--- src/rtl/led_shift_driver.sv ---
// Serialises a 16-bit LED pattern into an external shift-register chain whenever it changes.
// A frame shifts 16 bits MSB first, pulses the storage latch, then returns to idle.
module led_shift_driver #(
    parameter int CLK_DIV = 2
) (
    input  logic        clk,
    input  logic        rst_n,
    input  logic [15:0] led_in,
    output logic        ser_clk,
    output logic        ser_data,
    output logic        ser_latch,
    output logic        busy,
    output logic [1:0]  fsm_state
);

    typedef enum logic [1:0] {
        IDLE  = 2'd0,
        SHIFT = 2'd1,
        LATCH = 2'd2
    } state_t;

    localparam logic [7:0] DIV_LAST = 8'(CLK_DIV - 1);

    state_t      state, next_state;
    logic [15:0] shadow, shadow_d;
    logic [15:0] shift_reg, shift_d;
    logic [3:0]  bit_cnt, bit_d;
    logic [7:0]  div_cnt, div_d;
    logic        ser_clk_d, ser_data_d, ser_latch_d, busy_d;
    logic        div_done, last_bit, changed;

    assign div_done  = (div_cnt == DIV_LAST);
    assign last_bit  = (bit_cnt == 4'd15);
    assign changed   = (led_in != shadow);
    assign fsm_state = state;

    always_ff @(posedge clk or negedge rst_n) begin
        if (!rst_n) begin
            state <= IDLE;
        end else begin
            state <= next_state;
        end
    end

    always_comb begin
        next_state = state;
        case (state)
            IDLE:    if (changed) next_state = SHIFT;
            SHIFT:   if (div_done && ser_clk && last_bit) next_state = LATCH;
            LATCH:   if (div_done) next_state = IDLE;
            default: next_state = IDLE;
        endcase
    end

    // Next values of every registered output and of the datapath; outputs are
    // the flops below, so nothing reaches a pin combinationally from led_in.
    always_comb begin
        ser_clk_d   = ser_clk;
        ser_data_d  = ser_data;
        ser_latch_d = ser_latch;
        busy_d      = busy;
        shift_d     = shift_reg;
        shadow_d    = shadow;
        bit_d       = bit_cnt;
        div_d       = div_cnt;
        case (state)
            IDLE: begin
                ser_clk_d   = 1'b0;
                ser_data_d  = 1'b0;
                ser_latch_d = 1'b0;
                busy_d      = 1'b0;
                bit_d       = 4'd0;
                div_d       = 8'd0;
                if (changed) begin
                    shift_d    = led_in;
                    shadow_d   = led_in;
                    busy_d     = 1'b1;
                    ser_data_d = led_in[15];
                end
            end
            SHIFT: begin
                if (div_done) begin
                    div_d = 8'd0;
                    if (!ser_clk) begin
                        ser_clk_d = 1'b1;
                    end else if (last_bit) begin
                        ser_clk_d   = 1'b0;
                        ser_data_d  = 1'b0;
                        ser_latch_d = 1'b1;
                    end else begin
                        // Data only moves as the clock falls, mid-way between rising edges.
                        ser_clk_d  = 1'b0;
                        ser_data_d = shift_reg[14];
                        shift_d    = {shift_reg[14:0], 1'b0};
                        bit_d      = bit_cnt + 4'd1;
                    end
                end else begin
                    div_d = div_cnt + 8'd1;
                end
            end
            LATCH: begin
                if (div_done) begin
                    div_d       = 8'd0;
                    ser_latch_d = 1'b0;
                    busy_d      = 1'b0;
                end else begin
                    div_d = div_cnt + 8'd1;
                end
            end
            default: begin
                ser_clk_d   = 1'b0;
                ser_data_d  = 1'b0;
                ser_latch_d = 1'b0;
                busy_d      = 1'b0;
            end
        endcase
    end

    always_ff @(posedge clk or negedge rst_n) begin
        if (!rst_n) begin
            ser_clk   <= 1'b0;
            ser_data  <= 1'b0;
            ser_latch <= 1'b0;
            busy      <= 1'b0;
            shift_reg <= 16'd0;
            shadow    <= 16'd0;
            bit_cnt   <= 4'd0;
            div_cnt   <= 8'd0;
        end else begin
            ser_clk   <= ser_clk_d;
            ser_data  <= ser_data_d;
            ser_latch <= ser_latch_d;
            busy      <= busy_d;
            shift_reg <= shift_d;
            shadow    <= shadow_d;
            bit_cnt   <= bit_d;
            div_cnt   <= div_d;
        end
    end

endmodule

--- config.mk ---
export PLATFORM = sky130hd
export DESIGN_NAME = led_shift_driver
export DESIGN_NICKNAME = d
export VERILOG_FILES = /design/src/rtl/led_shift_driver.sv
export SDC_FILE = /design/constraint.sdc
export NUM_CORES = 1
export LEC_CHECK = 0
export CAP_MARGIN = 20
export CORE_MARGIN = 4
export CORE_UTILIZATION = 30
export CTS_CLUSTER_DIAMETER = 40
export CTS_CLUSTER_SIZE = 28
export DETAILED_ROUTE_END_ITERATION = 16
export PLACE_DENSITY = 0.5
export SETUP_SLACK_MARGIN = 0.5
export SLEW_MARGIN = 5
export SYNTH_ARGS = -nofsm -noshare
export SYNTH_HDL_FRONTEND = slang
export SYNTH_SLANG_ARGS = --single-unit
export TNS_END_PERCENT = 20
--- constraint.sdc ---
create_clock -name clk -period 3.07 [get_ports clk]
set_input_delay 0.4605 -clock clk [delete_from_list [all_inputs] [get_ports clk]]
set_output_delay 0.4605 -clock clk [all_outputs]
set_load 0.005 [all_outputs]
After elaboration in Yosys (flattened, before gate mapping)
Index checks and enable logic that the tools add are counted.
{ "word_totals": {"wordCells": 69, "input_bits": 18, "ff_bits": 49, "output_inout_bits": 6} }
{ "op_classes": {"bitwise_logic": 2, "mux": 30, "reduce_logical": 14, "eq_ne": 12, "n_addsub": 2} }
{ "ops": {"columns": ["operator", "n"], "rows": [
  ["$mux W15", 4],
  ["$pmux W15 S2", 1],
  ["$ne A16 B16 Y1", 1],
  ["$pmux W8 S2", 1],
  ["$ne A2 B2 Y1 const B", 7],
  ["$mux W4", 3],
  ["$mux W1", 11],
  ["$add A8 B1 Y8 const B", 1],
  ["$eq A8 B1 Y1 const B", 1],
  ["$mux W8", 1],
  ["$pmux W4 S2", 1],
  ["$reduce_and A4 Y1", 2],
  ["$mux W2", 3],
  ["$pmux W1 S3", 2],
  ["$pmux W2 S3", 1],
  ["$reduce_and A2 Y1", 3],
  ["$reduce_and A3 Y1", 2],
  ["$reduce_and A5 Y1", 1],
  ["$add A4 B1 Y4 const B", 1],
  ["$eq A4 B4 Y1 const B", 1],
  ["$pmux W1 S2", 2],
  ["$reduce_bool A2 Y1", 2],
  ["$eq A2 B1 Y1 const B", 1],
  ["$eq A2 B2 Y1 const B", 1],
  ["other kinds (4)", 6]
]} }

Depth between registers and ports, before layout
Gate-level depths: netlist of the first run.
{ "logic_depth": {"ltp_word": 5, "depth_mapped": 9, "mapped_depth_nobuf": 7} }

Worst setup path before layout of the first run
No wires, ideal clock.
{ "synth_timing": {"path_type": "register to register", "startpoint": "reg div_cnt[1]", "endpoint": "reg shift_reg[10]", "period_less_slack_ns": 2.320, "n_path_buf": 1, "stages_incl_launch_ff": 9, "slack_ns": 0.750, "t_required_ns": 2.945, "arrival_time_ns": 2.194, "setup_time_ns": 0.125, "path_cell_list": "dfrtp_1 -> inv_1 -> ha_1 -> or3b_2 -> nor4_4 -> nor2_2 -> a21oi_4 -> buf_12 -> mux2_4"} }
{ "synth_via": {"elab_chain_cells": 3} }
{ "synth_lines": {"columns": ["element", "line_no", "rtl"], "rows": [
  ["start, declared", "28", "logic [7:0] div_cnt, div_d;"],
  ["start signal, assigned", "137", "div_cnt <= div_d;"],
  ["$eq A8 B1 Y1", "32", "assign div_done = (div_cnt == DIV_LAST);"],
  ["$ne A2 B2 Y1 (no line)", null, null],
  ["$reduce_and A5 Y1 (no line)", null, null],
  ["end signal, assigned", "134", "shift_reg <= shift_d;"],
  ["end, declared", "26", "logic [15:0] shift_reg, shift_d;"]
]} }
Every way passes these cells.
A chain may end at the register's enable or synchronous reset.

Worst setup path after layout of the first run
{ "layout_timing": {"startpoint": "reg div_cnt[1]", "endpoint": "reg shift_reg[7]"} }
Same word-level chain as after synthesis.

==> impl_summary.log, run 1 <==
INFO  metric max_cap_violations = 0
INFO  metric met3_length = 168 microns
INFO  metric routed-via-count = 1,605
INFO  metric timing_worst_slew_pin_value = 511 ps
INFO  metric met2_wire_length = 2240 microns
INFO  metric core_area = 8260 sq um
INFO  metric worst_ep_arrival_time = 2480 ps
INFO  metric syn-instance-count = 204
INFO  metric final.period_utilization = 74.7%
INFO  metric crit_path_max_incr_delay = 490 ps
INFO  metric routed_wirelength = 4970 microns
INFO  metric finalMaxSlewViolations = 0
INFO  metric total_leakage_power = 1.28 nW
INFO  metric post_cts_resize_count = 0
INFO  metric timing.critical_path.required = 3260 ps
INFO  metric vias_in_the_first_global_route = 1,709
INFO  metric highest_attainable_clock_frequency = 436 MHz
INFO  metric status = finished, final reports clean
INFO  metric power_per_cell_area = 937 nW/um^2
INFO  metric largest_net_degree_at_the_start_of_global_routing = 29
INFO  metric chip_height = 100 microns
INFO  metric root_buffer = sky130_fd_sc_hd__clkbuf_8
INFO  metric m1WireLength = 2490 microns
INFO  metric postCtsSetupBuffers = 1
INFO  metric finalCriticalPeriod = 2290 ps
INFO  metric port-buffer-count = 23
INFO  metric routed_via_density = 4.69
INFO  metric hp-class = input port to async pin
INFO  metric synth_warnings = 0
INFO  metric path_max_fanout = 15
INFO  metric cts.clk_slew.worst_paths = 90 ps
INFO  metric post_cts_hold_buffer_count = 0
INFO  metric post-route-util = 36.6%
INFO  metric leading_cell_type_in_the_layout_fill_and_taps_excluded = sky130_fd_sc_hd__dfrtp_1
INFO  metric routed_wire_length_per_instance = 14.5 microns
INFO  metric core.rowCount = 33
INFO  metric antenna_found_initial = 0
INFO  metric post_synth.cell_area_avg = 12.5 sq um
INFO  metric flow.area_growth_from_synthesis = 18.3%
INFO  metric die_area = 10,100 sq um
INFO  metric timing.final.setup_violations = 0
INFO  metric first_pass_grt_wire_length = 8540 microns
INFO  metric initialDrtViolationCount = 32
INFO  metric timing_hold_violations_final = 0
INFO  metric tritoncts = built
INFO  metric io_pins = 24
INFO  metric n_fill_cell = 854
INFO  metric count_of_distinct_cell_types_in_the_synthesized_netlist = 41
INFO  metric dr.pass1.iters = 4
INFO  metric clock-skew-final = 9.20 ps
INFO  metric r2r-end = shift_reg[7]
INFO  metric worst_path_dominant_cell_family = simple AND/OR/NAND/NOR gates
INFO  metric post_place_worst_slack = 442 ps
INFO  metric fp.dieW = 100 microns
INFO  metric finalHoldWorstSlack = 122 ps
INFO  metric cp_num_buf_inv = 2
INFO  metric cp-end-kind = register
INFO  metric mostFrequentLayoutCells = sky130_fd_sc_hd__dfrtp_1 (49), sky130_fd_sc_hd__mux2_2 (31), sky130_fd_sc_hd__clkdlybuf4s50_1 (22)
INFO  metric largest_reg_flops = 16
INFO  metric groute.usage.overall = 10.8%
INFO  metric detailedPlacementHpwl = 3670 microns
INFO  metric timing.setup.tns = 0 ps
INFO  metric postRouteAntennaNets = 0
INFO  metric clock_tree.buffer_depth = 2
INFO  metric synthesis.nets = 229
INFO  metric power.ir.vdd_worst = 0.000383 V
INFO  metric ff2ff_setup_slack = 780 ps
INFO  metric htree_levels = 2
INFO  metric critical_path.slowest_cell = sky130_fd_sc_hd__or3b_2
INFO  metric starting_density = 31.0%
INFO  metric cts.sinks = 49
INFO  metric grt.overflow.total = 0
INFO  metric top_layer = met4
INFO  metric cts_buffers = 5
INFO  metric layout.nets = 261
INFO  metric routabilityCongestion = 0.732
INFO  metric setup_repair_after_global_routing_missed_its_margin = false
INFO  metric reg2reg_from = div_cnt[1]
INFO  metric drcViolationCount = 0
INFO  metric worstPathCellList = inv_1 > ha_1 > or3b_2 > nor4_4 > nor2_2 > a21oi_4 > buf_12 > mux2_1
INFO  metric timing.critical_path.from_type = register
INFO  metric synth.yosys.seq_area_share = 47.9%
INFO  metric num_antenna_cells = 0
INFO  metric finalWorstSetupSlack = 776 ps
INFO  metric criticalPathCategory = register to register
INFO  metric synth-seq-cells = 49
INFO  metric final_layout_size_suffix_gt1_share = 26.6%
INFO  metric r2r_cells = 8
INFO  metric worst_skew_pair.late_latency = 300 ps
INFO  metric slew-limit-headroom = 65.9%
INFO  metric syn_area = 2560 sq um
## where the power goes
group / internal (mW) / total [mW] / switching [mW]
sequential: 0.912 / 1.08 / 0.172
clock: 0.162 / 0.379 / 0.217
combinational: 0.781 / 1.37 / 0.590
total: 1.86 / 2.83 / 0.979
## per-stage QoR
step / instances / total power [mW] / cell area (sq um)
floorplan: 204 / 2.12 / 2560
global placement: 333 / 2.44 / 2920
detailed placement: 333 / 2.46 / 2920
CTS: 342 / 2.89 / 3030
global route: 342 / 3.07 / 3030
finish: 342 / 2.83 / 3030
## cell type report
cell class                 instances  area (sq um)  area share (%)
multi-input combinational        145          1270            42.1
sequential                        49          1230            40.5
timing repair buffer              30           290            9.59
tap                              105           131            4.34
clock buffer                       7          76.3            2.52
inverter                           5          18.8           0.620
clock inverter                     1          7.51           0.248
## kinds of logic (layout without fill, tap and decap cells)
kind of cell	after synthesis	in the layout	synth area share, %
adders and majority gates	7	7	3.42
xor gates and xnor gates	23	23	7.88
buffers and inverters	10	43	2.20
AOI/OAI and AO/OA	21	21	5.87
muxes	46	46	21.5
and+or+nand+nor	48	48	11.2
DFF	49	49	47.9
## Yosys cell counts
cell type | number | share of area [%]
sky130_fd_sc_hd__and3_2 | 2 | 0.59
sky130_fd_sc_hd__mux2_1 | 5 | 2.2
sky130_fd_sc_hd__o31ai_1 | 2 | 0.59
sky130_fd_sc_hd__nand3_1 | 5 | 0.98
sky130_fd_sc_hd__nor2_2 | 1 | 0.24
sky130_fd_sc_hd__xnor2_1 | 18 | 6.2
sky130_fd_sc_hd__a21oi_1 | 3 | 0.59
sky130_fd_sc_hd__nor2_1 | 10 | 1.5
sky130_fd_sc_hd__mux2_2 | 31 | 14
sky130_fd_sc_hd__o21bai_1 | 1 | 0.29
sky130_fd_sc_hd__mux2i_1 | 1 | 0.39
sky130_fd_sc_hd__a22o_1 | 1 | 0.34
sky130_fd_sc_hd__nand3b_1 | 2 | 0.59
sky130_fd_sc_hd__nand2_1 | 10 | 1.5
sky130_fd_sc_hd__mux2_4 | 9 | 5.3
sky130_fd_sc_hd__nor4_4 | 2 | 1.7
sky130_fd_sc_hd__xor2_1 | 5 | 1.7
sky130_fd_sc_hd__buf_12 | 1 | 0.78
sky130_fd_sc_hd__a31oi_1 | 1 | 0.24
sky130_fd_sc_hd__inv_1 | 5 | 0.73
sky130_fd_sc_hd__dfrtp_1 | 49 | 48
sky130_fd_sc_hd__nor2b_1 | 3 | 0.73
sky130_fd_sc_hd__nand4_1 | 5 | 1.2
sky130_fd_sc_hd__or3b_2 | 1 | 0.34
sky130_fd_sc_hd__a21o_1 | 2 | 0.59
sky130_fd_sc_hd__nor4_1 | 1 | 0.24
sky130_fd_sc_hd__nand2b_1 | 1 | 0.24
sky130_fd_sc_hd__ha_1 | 7 | 3.4
sky130_fd_sc_hd__buf_2 | 2 | 0.39
sky130_fd_sc_hd__clkbuf_1 | 2 | 0.29
sky130_fd_sc_hd__o21ai_0 | 5 | 0.98
sky130_fd_sc_hd__o22a_1 | 1 | 0.34
sky130_fd_sc_hd__and3_1 | 1 | 0.24
sky130_fd_sc_hd__a22o_2 | 1 | 0.39
sky130_fd_sc_hd__o22ai_1 | 1 | 0.24
sky130_fd_sc_hd__o211ai_1 | 1 | 0.29
sky130_fd_sc_hd__or4_4 | 1 | 0.44
sky130_fd_sc_hd__nor3b_1 | 1 | 0.29
sky130_fd_sc_hd__a2bb2oi_1 | 1 | 0.34
sky130_fd_sc_hd__a21oi_4 | 1 | 0.64
sky130_fd_sc_hd__nor3_1 | 2 | 0.39
## worst reg2reg max path, cell delays in order, from the launching register on
cell,delay [ps]
sky130_fd_sc_hd__dfrtp_1,420
sky130_fd_sc_hd__inv_1,70
sky130_fd_sc_hd__ha_1,140
sky130_fd_sc_hd__or3b_2,490
sky130_fd_sc_hd__nor4_4,270
sky130_fd_sc_hd__nor2_2,110
sky130_fd_sc_hd__a21oi_4,150
sky130_fd_sc_hd__buf_12,180
sky130_fd_sc_hd__mux2_1,350
## routing by layer
metal  vias up  track usage, %
met1       799            14.8
li1        783               -
met5         -               0
met3         6            2.92
met4         0            3.42
met2        17            16.5
## worst max path at each step
stage                    start             to  slack, ps  cells past startpoint
floorplan           div_cnt[1]  shift_reg[10]        750                      8
global placement    led_in[10]      shadow[3]        460                      8
detailed placement   led_in[4]   shift_reg[7]        440                      7
CTS                 led_in[10]     shadow[15]        760                      8
global route        div_cnt[1]   shift_reg[5]        660                      8
finish              div_cnt[1]   shift_reg[7]        780                      8
No activity file was read; power rests on OpenSTA's default activity.
==> inputs of run 2 (changes only) <==
--- a/config.mk
+++ b/config.mk
@@ -11,7 +11,7 @@
 export CTS_CLUSTER_DIAMETER = 40
 export CTS_CLUSTER_SIZE = 28
 export DETAILED_ROUTE_END_ITERATION = 16
-export PLACE_DENSITY = 0.5
+export PLACE_DENSITY = 0.52
 export SETUP_SLACK_MARGIN = 0.5
 export SLEW_MARGIN = 5
 export SYNTH_ARGS = -nofsm -noshare
==> constraint.sdc (replaced) <==
create_clock -name clk -period 2.1 [get_ports clk]
set_input_delay 0.315 -clock clk [delete_from_list [all_inputs] [get_ports clk]]
set_output_delay 0.315 -clock clk [all_outputs]
set_load 0.005 [all_outputs]
==> run 2 against run 1 <==
  * The run now ends with negative hold slack, negative setup slack left
  * Via count up 7.7%
  * Power increased by 68%
  * Register-to-register slack worse by 800 ps
  * First-iteration DRC count stayed put
  * Combinational power is 92% higher
  * Die area stayed put
  * Sequential share of layout area down 5.8 points
  * Routed wire length up 7.4%
  * Cell area up 17%
  * Critical path depth fell by 2
  * Critical path type unchanged
  * Critical endpoint is now shift_reg[4]
  * Largest cell class unchanged
==> impl_summary.log, run 2 (same netlist as run 1, synthesis figures left out) <==
INFO  metric postRouteAntennaNets = 0 (unchanged)
INFO  metric hp-class = input port to async pin (unchanged)
INFO  metric cts_buffers = 5 (unchanged)
INFO  metric finalHoldWorstSlack = -10.6 ps (was 122 ps)
INFO  metric antenna_found_initial = 0 (unchanged)
INFO  metric met2_wire_length = 2400 microns (was 2240 microns)
INFO  metric ff2ff_setup_slack = -20 ps (was 780 ps)
INFO  metric post-layout-total-power = 4.77 mW (was 2.83 mW)
INFO  metric timing.final.setup_violations = 3 (was 0)
INFO  metric leading_cell_type_in_the_layout_fill_and_taps_excluded = sky130_fd_sc_hd__dfrtp_1 (unchanged)
INFO  metric finalMaxSlewViolations = 0 (unchanged)
INFO  metric htree_levels = 2 (unchanged)
INFO  metric chip_height = 100 microns (unchanged)
INFO  metric path_max_fanout = 11 (was 15)
INFO  metric routabilityCongestion = 0.738 (was 0.732)
INFO  metric core.rowCount = 33 (unchanged)
INFO  metric vias_in_the_first_global_route = 1,849 (was 1,709)
INFO  metric routed_wirelength = 5340 microns (was 4970 microns)
INFO  metric slew-limit-headroom = 63.6% (was 65.9%)
INFO  metric top_layer = met4 (unchanged)
INFO  metric initialDrtViolationCount = 32 (unchanged)
INFO  metric tritoncts = built (unchanged)
INFO  metric timing.critical_path.from_type = register (unchanged)
INFO  metric groute.usage.overall = 11.4% (was 10.8%)
INFO  metric cts.clk_slew.worst_paths = 90 ps (about the same)
INFO  metric grt.overflow.total = 0 (unchanged)
INFO  metric worst_path_dominant_cell_family = simple AND/OR/NAND/NOR gates (unchanged)
INFO  metric routed-via-count = 1,729 (was 1,605)
INFO  metric dr.pass1.iters = 4 (unchanged)
INFO  metric final.period_utilization = 101% (was 74.7%)
INFO  metric fp.dieW = 100 microns (unchanged)
INFO  metric reg2reg_from = div_cnt[4] (was div_cnt[1])
INFO  metric r2r-end = shift_reg[4] (was shift_reg[7])
INFO  metric clock-skew-final = 10.1 ps (was 9.20 ps)
INFO  metric worst_ep_arrival_time = 2310 ps (was 2480 ps)
INFO  metric setup_repair_after_global_routing_missed_its_margin = true (was false)
INFO  metric final_layout_size_suffix_gt1_share = 42.0% (was 26.6%)
INFO  metric io_pins = 24 (unchanged)
INFO  metric drcViolationCount = 0 (unchanged)
INFO  metric max_cap_violations = 0 (unchanged)
INFO  metric finalWorstSetupSlack = -20.6 ps (was 776 ps)
INFO  metric power.ir.vdd_worst = 0.000419 V (was 0.000383 V)
INFO  metric mostFrequentLayoutCells = sky130_fd_sc_hd__dfrtp_1 (49), sky130_fd_sc_hd__buf_4 (38), sky130_fd_sc_hd__mux2_4 (29) (was sky130_fd_sc_hd__dfrtp_1 (49), sky130_fd_sc_hd__mux2_2 (31), sky130_fd_sc_hd__clkdlybuf4s50_1 (22))
INFO  metric highest_attainable_clock_frequency = 472 MHz (was 436 MHz)
INFO  metric core_area = 8260 sq um (unchanged)
INFO  metric starting_density = 31.0% (unchanged)
INFO  metric flow.area_growth_from_synthesis = 37.9% (was 18.3%)
INFO  metric status = complete, but fails checks (was finished, final reports clean)
INFO  metric routed_wire_length_per_instance = 14.1 microns (was 14.5 microns)
INFO  metric post_place_worst_slack = -383 ps (was 442 ps)
INFO  metric failed_checks = negative hold slack, negative setup slack
INFO  metric finalCriticalPeriod = 2120 ps (was 2290 ps)
INFO  metric post_cts_hold_buffer_count = 0 (unchanged)
INFO  metric die_area = 10,100 sq um (unchanged)
INFO  metric m1WireLength = 2750 microns (was 2490 microns)
INFO  metric clock_tree.buffer_depth = 2 (unchanged)
INFO  metric timing_hold_violations_final = 13 (was 0)
INFO  metric largest_net_degree_at_the_start_of_global_routing = 29 (unchanged)
INFO  metric cts.sinks = 49 (unchanged)
INFO  metric detailedPlacementHpwl = 3940 microns (was 3670 microns)
INFO  metric timing.critical_path.required = 2290 ps (was 3260 ps)
INFO  metric cp_num_buf_inv = 1 (was 2)
INFO  metric root_buffer = sky130_fd_sc_hd__clkbuf_8 (unchanged)
INFO  metric crit_path_max_incr_delay = 570 ps (was 490 ps)
INFO  metric critical_path.slowest_cell = sky130_fd_sc_hd__or4_4 (was sky130_fd_sc_hd__or3b_2)
INFO  metric worst_skew_pair.late_latency = 300 ps (about the same)
INFO  metric layout.nets = 299 (was 261)
INFO  metric largest_reg_flops = 16 (unchanged)
INFO  metric r2r_cells = 6 (was 8)
INFO  metric num_antenna_cells = 0 (unchanged)
INFO  metric total_leakage_power = 1.65 nW (was 1.28 nW)
INFO  metric routed_via_density = 4.56 (was 4.69)
INFO  metric port-buffer-count = 23 (unchanged)
INFO  metric first_pass_grt_wire_length = 9080 microns (was 8540 microns)
INFO  metric cp-end-kind = register (unchanged)
INFO  metric criticalPathCategory = register to register (unchanged)
INFO  metric power_per_cell_area = 1350 nW/um^2 (was 937 nW/um^2)
INFO  metric worstPathCellList = or4_4 > nor4_4 > nor2_2 > a21oi_4 > buf_12 > mux2_1 (was inv_1 > ha_1 > or3b_2 > nor4_4 > nor2_2 > a21oi_4 > buf_12 > mux2_1)
INFO  metric met3_length = 123 microns (was 168 microns)
INFO  metric timing_worst_slew_pin_value = 546 ps (was 511 ps)
-- run 2: cell count changes in the layout (fill, tap and decap cells not counted), moves of 2 or more --
cell / delta
sky130_fd_sc_hd__buf_4: +32
sky130_fd_sc_hd__clkdlybuf4s50_1: -9
sky130_fd_sc_hd__buf_6: +4
sky130_fd_sc_hd__clkbuf_1: -2
sky130_fd_sc_hd__dlygate4sd2_1: +5
sky130_fd_sc_hd__o21ai_0: -2
sky130_fd_sc_hd__dlymetal6s2s_1: +4
sky130_fd_sc_hd__mux2_4: +20
sky130_fd_sc_hd__buf_12: +2
sky130_fd_sc_hd__mux2_1: -3
sky130_fd_sc_hd__mux2_2: -17
-- run 2: layout make-up --
type,count,area (sq um)
Clock buffer,6,82.6
Tap cell,105,131
Clock inverter,1,7.51
Inverter,5,18.8
Multi-Input combinational cell,145,1440
Timing Repair Buffer,68,619
Fill cell,824,4730
Sequential cell,49,1230
-- run 2: worst reg2reg max path, cell delays in order, from the launching register on --
cell                      delay, ps
sky130_fd_sc_hd__dfrtp_1        390
sky130_fd_sc_hd__or4_4          570
sky130_fd_sc_hd__nor4_4         310
sky130_fd_sc_hd__nor2_2         100
sky130_fd_sc_hd__a21oi_4        150
sky130_fd_sc_hd__buf_12         160
sky130_fd_sc_hd__mux2_1         330
-- run 2: worst max-delay path by stage --
stage | cells past startpoint | from | to
after floorplan | 8 | div_cnt[1] | shift_reg[10]
after global placement | 7 | led_in[0] | shadow[15]
after detailed placement | 7 | led_in[0] | shift_reg[7]
after CTS | 8 | div_cnt[1] | shift_reg[8]
after global routing | 8 | div_cnt[1] | shift_reg[4]
final | 6 | div_cnt[4] | shift_reg[4]
-- run 2: stage by stage --
stage / cells / area (sq um) / setup TNS (ps) / utilization, % / hold WS [ps]
3_3_place_gp: 370 / 3230 / -11450 / 39.1 / 333
2_1_floorplan: 204 / 2560 / -1870 / - / 19.4
5_1_grt: 379 / 3530 / -1340 / 42.7 / 19.6
3_5_place_dp: 370 / 3230 / -11390 / 39.1 / 341
6_report: 379 / 3530 / -38.2 / 42.7 / -10.6
4_1_cts: 379 / 3440 / -119 / 41.6 / 0.224
-- run 2: where the power goes --
| group | switching [mW] | total [mW] | internal [mW] | leakage, nW |
|---|---|---|---|---|
| logic | 1.04 | 2.63 | 1.59 | 1.00 |
| registers | 0.233 | 1.57 | 1.33 | 0.607 |
| clock network | 0.310 | 0.571 | 0.261 | 0.0433 |
-- run 2: layer usage --
metal / up-vias / track usage [%]
met4: 0 / 3.11
li1: 866 / -
met1: 840 / 16.4
met2: 19 / 17.5
met3: 4 / 2.36
met5: - / 0
-- run 2: repair_timing --
item | 4_1_cts | 5_1_grt
setup buffers | 2 | 0
setup endpoints to repair | 49 | 49
pin swaps | 6 | 10
gates resized for setup | 31 | 19
==> inputs of run 3 (changes only) <==
==> constraint.sdc (replaced) <==
create_clock -name clk -period 2.1 [get_ports clk]
set_input_delay 0.315 -clock clk [delete_from_list [all_inputs] [get_ports clk]]
set_output_delay 0.315 -clock clk [all_outputs]
set_load 0.01 [all_outputs]
==> run 3 against run 2 <==
  * The flow still finishes with violations (negative hold slack, negative setup slack)
  * Sequential share of layout area about the same
  * Worst setup slack improved by 1.4 ps
  * Clock power barely moved
  * Core utilization decreased by 0.061 points
  * Sequential power barely moved
  * Combinational power is essentially flat
  * Count of clock-buffer cells in the layout unchanged
  * Power up 0.16%
  * Critical path depth did not move
  * Flip-flop and latch count unchanged
  * Clock skew decreased by 0.59 ps
  * Via count is 0.17% lower
  * Critical path type unchanged
  * Critical endpoint unchanged
  * Largest cell class unchanged
==> impl_summary.log, run 3 (same netlist as run 1, synthesis figures left out) <==
INFO  metric postPlaceCellArea = 3230 sq um (unchanged)
INFO  metric cts.sinks = 49 (unchanged)
INFO  metric final_cell_area_excluding_filler_cells = 3520 sq um (was 3530 sq um)
INFO  metric fp.dieW = 100 microns (unchanged)
INFO  metric power_frac_clock = 11.9% (was 12.0%)
INFO  metric r2r-end = shift_reg[4] (unchanged)
INFO  metric cp-end-kind = register (unchanged)
INFO  metric routed_via_density = 4.55 (was 4.56)
INFO  metric timing_worst_slew_pin_value = 545 ps (was 546 ps)
INFO  metric power_report.internal_total = 3.18 mW (was 3.19 mW)
INFO  metric routed-via-count = 1,726 (was 1,729)
INFO  metric core_area = 8260 sq um (unchanged)
INFO  metric power_frac_seq = 32.8% (was 32.9%)
INFO  metric die_area = 10,100 sq um (unchanged)
INFO  metric mostFrequentLayoutCells = sky130_fd_sc_hd__dfrtp_1 (49), sky130_fd_sc_hd__buf_4 (39), sky130_fd_sc_hd__mux2_4 (29) (was sky130_fd_sc_hd__dfrtp_1 (49), sky130_fd_sc_hd__buf_4 (38), sky130_fd_sc_hd__mux2_4 (29))
INFO  metric initialDrtViolationCount = 48 (was 32)
INFO  metric post_cts_hold_buffer_count = 0 (unchanged)
INFO  metric starting_density = 31.0% (unchanged)
INFO  metric dr.pass1.iters = 4 (unchanged)
INFO  metric critical_path.slowest_cell = sky130_fd_sc_hd__or4_4 (unchanged)
INFO  metric ff2ff_setup_slack = -20 ps (about the same)
INFO  metric largest_reg_flops = 16 (unchanged)
INFO  metric vias_in_the_first_global_route = 1,834 (was 1,849)
INFO  metric clock_tree.buffer_depth = 2 (unchanged)
INFO  metric crit_path_max_incr_delay = 570 ps (about the same)
INFO  metric layout.nets = 299 (unchanged)
INFO  metric core.rowCount = 33 (unchanged)
INFO  metric grt.overflow.total = 0 (unchanged)
INFO  metric highest_attainable_clock_frequency = 472 MHz (about the same)
INFO  metric crit_start = div_cnt[4] (unchanged)
INFO  metric leading_cell_type_in_the_layout_fill_and_taps_excluded = sky130_fd_sc_hd__dfrtp_1 (unchanged)
INFO  metric finalCriticalPeriod = 2120 ps (about the same)
INFO  metric detailedPlacementHpwl = 3940 microns (unchanged)
INFO  metric port-buffer-count = 23 (unchanged)
INFO  metric reg2reg_from = div_cnt[4] (unchanged)
INFO  metric first_pass_grt_wire_length = 9040 microns (was 9080 microns)
INFO  metric final.period_utilization = 101% (about the same)
INFO  metric finalHoldWorstSlack = -10.2 ps (was -10.6 ps)
INFO  metric routabilityCongestion = 0.738 (unchanged)
INFO  metric setup_repair_after_global_routing_missed_its_margin = true (unchanged)
INFO  metric num_antenna_cells = 0 (unchanged)
INFO  metric worst_skew_pair.late_latency = 300 ps (about the same)
INFO  metric postRouteAntennaNets = 0 (unchanged)
INFO  metric timing_hold_violations_final = 14 (was 13)
INFO  metric tritoncts = built (unchanged)
INFO  metric chip_height = 100 microns (unchanged)
INFO  metric slew-limit-headroom = 63.7% (was 63.6%)
INFO  metric antenna_found_initial = 0 (unchanged)
INFO  metric root_buffer = sky130_fd_sc_hd__clkbuf_8 (unchanged)
INFO  metric timing.critical_path.from_type = register (unchanged)
INFO  metric total_leakage_power = 1.66 nW (was 1.65 nW)
INFO  metric clock-skew-final = 9.52 ps (was 10.1 ps)
INFO  metric power_per_cell_area = 1360 nW/um^2 (was 1350 nW/um^2)
INFO  metric failed_checks = negative hold slack, negative setup slack (unchanged)
INFO  metric post-route-util = 42.6% (was 42.7%)
INFO  metric power.ir.vdd_worst = 0.000419 V (about the same)
INFO  metric combPwrFrac = 55.3% (was 55.1%)
INFO  metric drcViolationCount = 0 (unchanged)
INFO  metric routed_wire_length_per_instance = 14.1 microns (about the same)
INFO  metric post-layout-total-power = 4.77 mW (about the same)
INFO  metric finalMaxSlewViolations = 0 (unchanged)
INFO  metric timing.final.setup_violations = 2 (was 3)
INFO  metric htree_levels = 2 (unchanged)
INFO  metric status = complete, but fails checks (unchanged)
INFO  metric timing.critical_path.required = 2290 ps (about the same)
INFO  metric groute.usage.overall = 11.4% (about the same)
INFO  metric r2r_cells = 6 (unchanged)
INFO  metric max_cap_violations = 0 (unchanged)
INFO  metric hp-class = input port to async pin (unchanged)
INFO  metric path_max_fanout = 11 (unchanged)
INFO  metric p_sw_share = 33.5% (was 33.2%)
INFO  metric routed_wirelength = 5330 microns (was 5340 microns)
INFO  metric timing.setup.tns = -34.6 ps (was -38.2 ps)
INFO  metric finalWorstSetupSlack = -19.2 ps (was -20.6 ps)
INFO  metric cts_buffers = 5 (unchanged)
INFO  metric switching_power = 1.60 mW (was 1.58 mW)
INFO  metric flow.area_growth_from_synthesis = 37.7% (was 37.9%)
INFO  metric criticalPathCategory = register to register (unchanged)
INFO  metric worstPathCellList = or4_4 > nor4_4 > nor2_2 > a21oi_4 > buf_12 > mux2_1 (unchanged)
INFO  metric final_layout_size_suffix_gt1_share = 42.0% (unchanged)
INFO  metric cts.clk_slew.worst_paths = 90 ps (about the same)
INFO  metric largest_net_degree_at_the_start_of_global_routing = 29 (unchanged)
INFO  metric worst_ep_arrival_time = 2300 ps (was 2310 ps)
INFO  metric io_pins = 24 (unchanged)
[run 3: cell types whose count changed in the layout (fill, tap and decap cells not counted), sizes merged]
cell	previous run	this run
clkdlybuf4s50	13	12
dlygate4sd2	5	6
[run 3: cell type report]
type	count	area, sq um
multi-input combinational	145	1440
inverter	5	18.8
fill	822	4740
clock buffer	6	82.6
sequential	49	1230
timing repair buffer	68	614
tap	105	131
clock inverter	1	7.51
[run 3: per-layer routing]
metal	vias to the layer above	track usage (%)	wire (microns)
met3	4	2.36	126
met4	0	3.11	56
li1	866	-	-
met1	837	16.4	2770
met5	-	0	0
met2	19	17.3	2380
[run 3: per-stage QoR]
step / hold WS (ps) / setup slack (ps) / instances
floorplan: 19.4 / -178 / 204
global placement: 333 / -372 / 370
detailed placement: 341 / -383 / 370
CTS: 0.224 / -27.6 / 379
global route: 19.6 / -114 / 379
finish: -10.2 / -19.2 / 379
[run 3: timing repair]
action                                  4_1_cts  5_1_grt
endpoints found under the setup margin       50       49
gates resized for setup                      31       19
setup buffers                                 2        0
pin swaps                                     6       10
[run 3: critical path: cells and delay by family (launching register included)]
kind | cells | cell delay (ps)
DFF | 1 | 390
muxes | 1 | 320
and+or+nand+nor | 3 | 970
buffers and inverters | 1 | 160
AOI/OAI and AO/OA | 1 | 150
[run 3: how the worst max path moves through the flow]
| stage | to | cells past startpoint |
|---|---|---|
| floorplan | shift_reg[10] | 8 |
| global placement | shadow[15] | 7 |
| detailed placement | shift_reg[7] | 7 |
| CTS | shift_reg[8] | 8 |
| global route | shift_reg[4] | 8 |
| finish | shift_reg[4] | 6 |
[run 3: power by group through the flow]
stage               combinational [mW]  clock [mW]  sequential (mW)
CTS                               2.55       0.587             1.57
detailed placement                2.28           0             1.57
global placement                  2.27           0             1.56
global route                      2.88       0.625             1.62
finish                            2.64       0.570             1.57
floorplan                         1.56           0             1.56
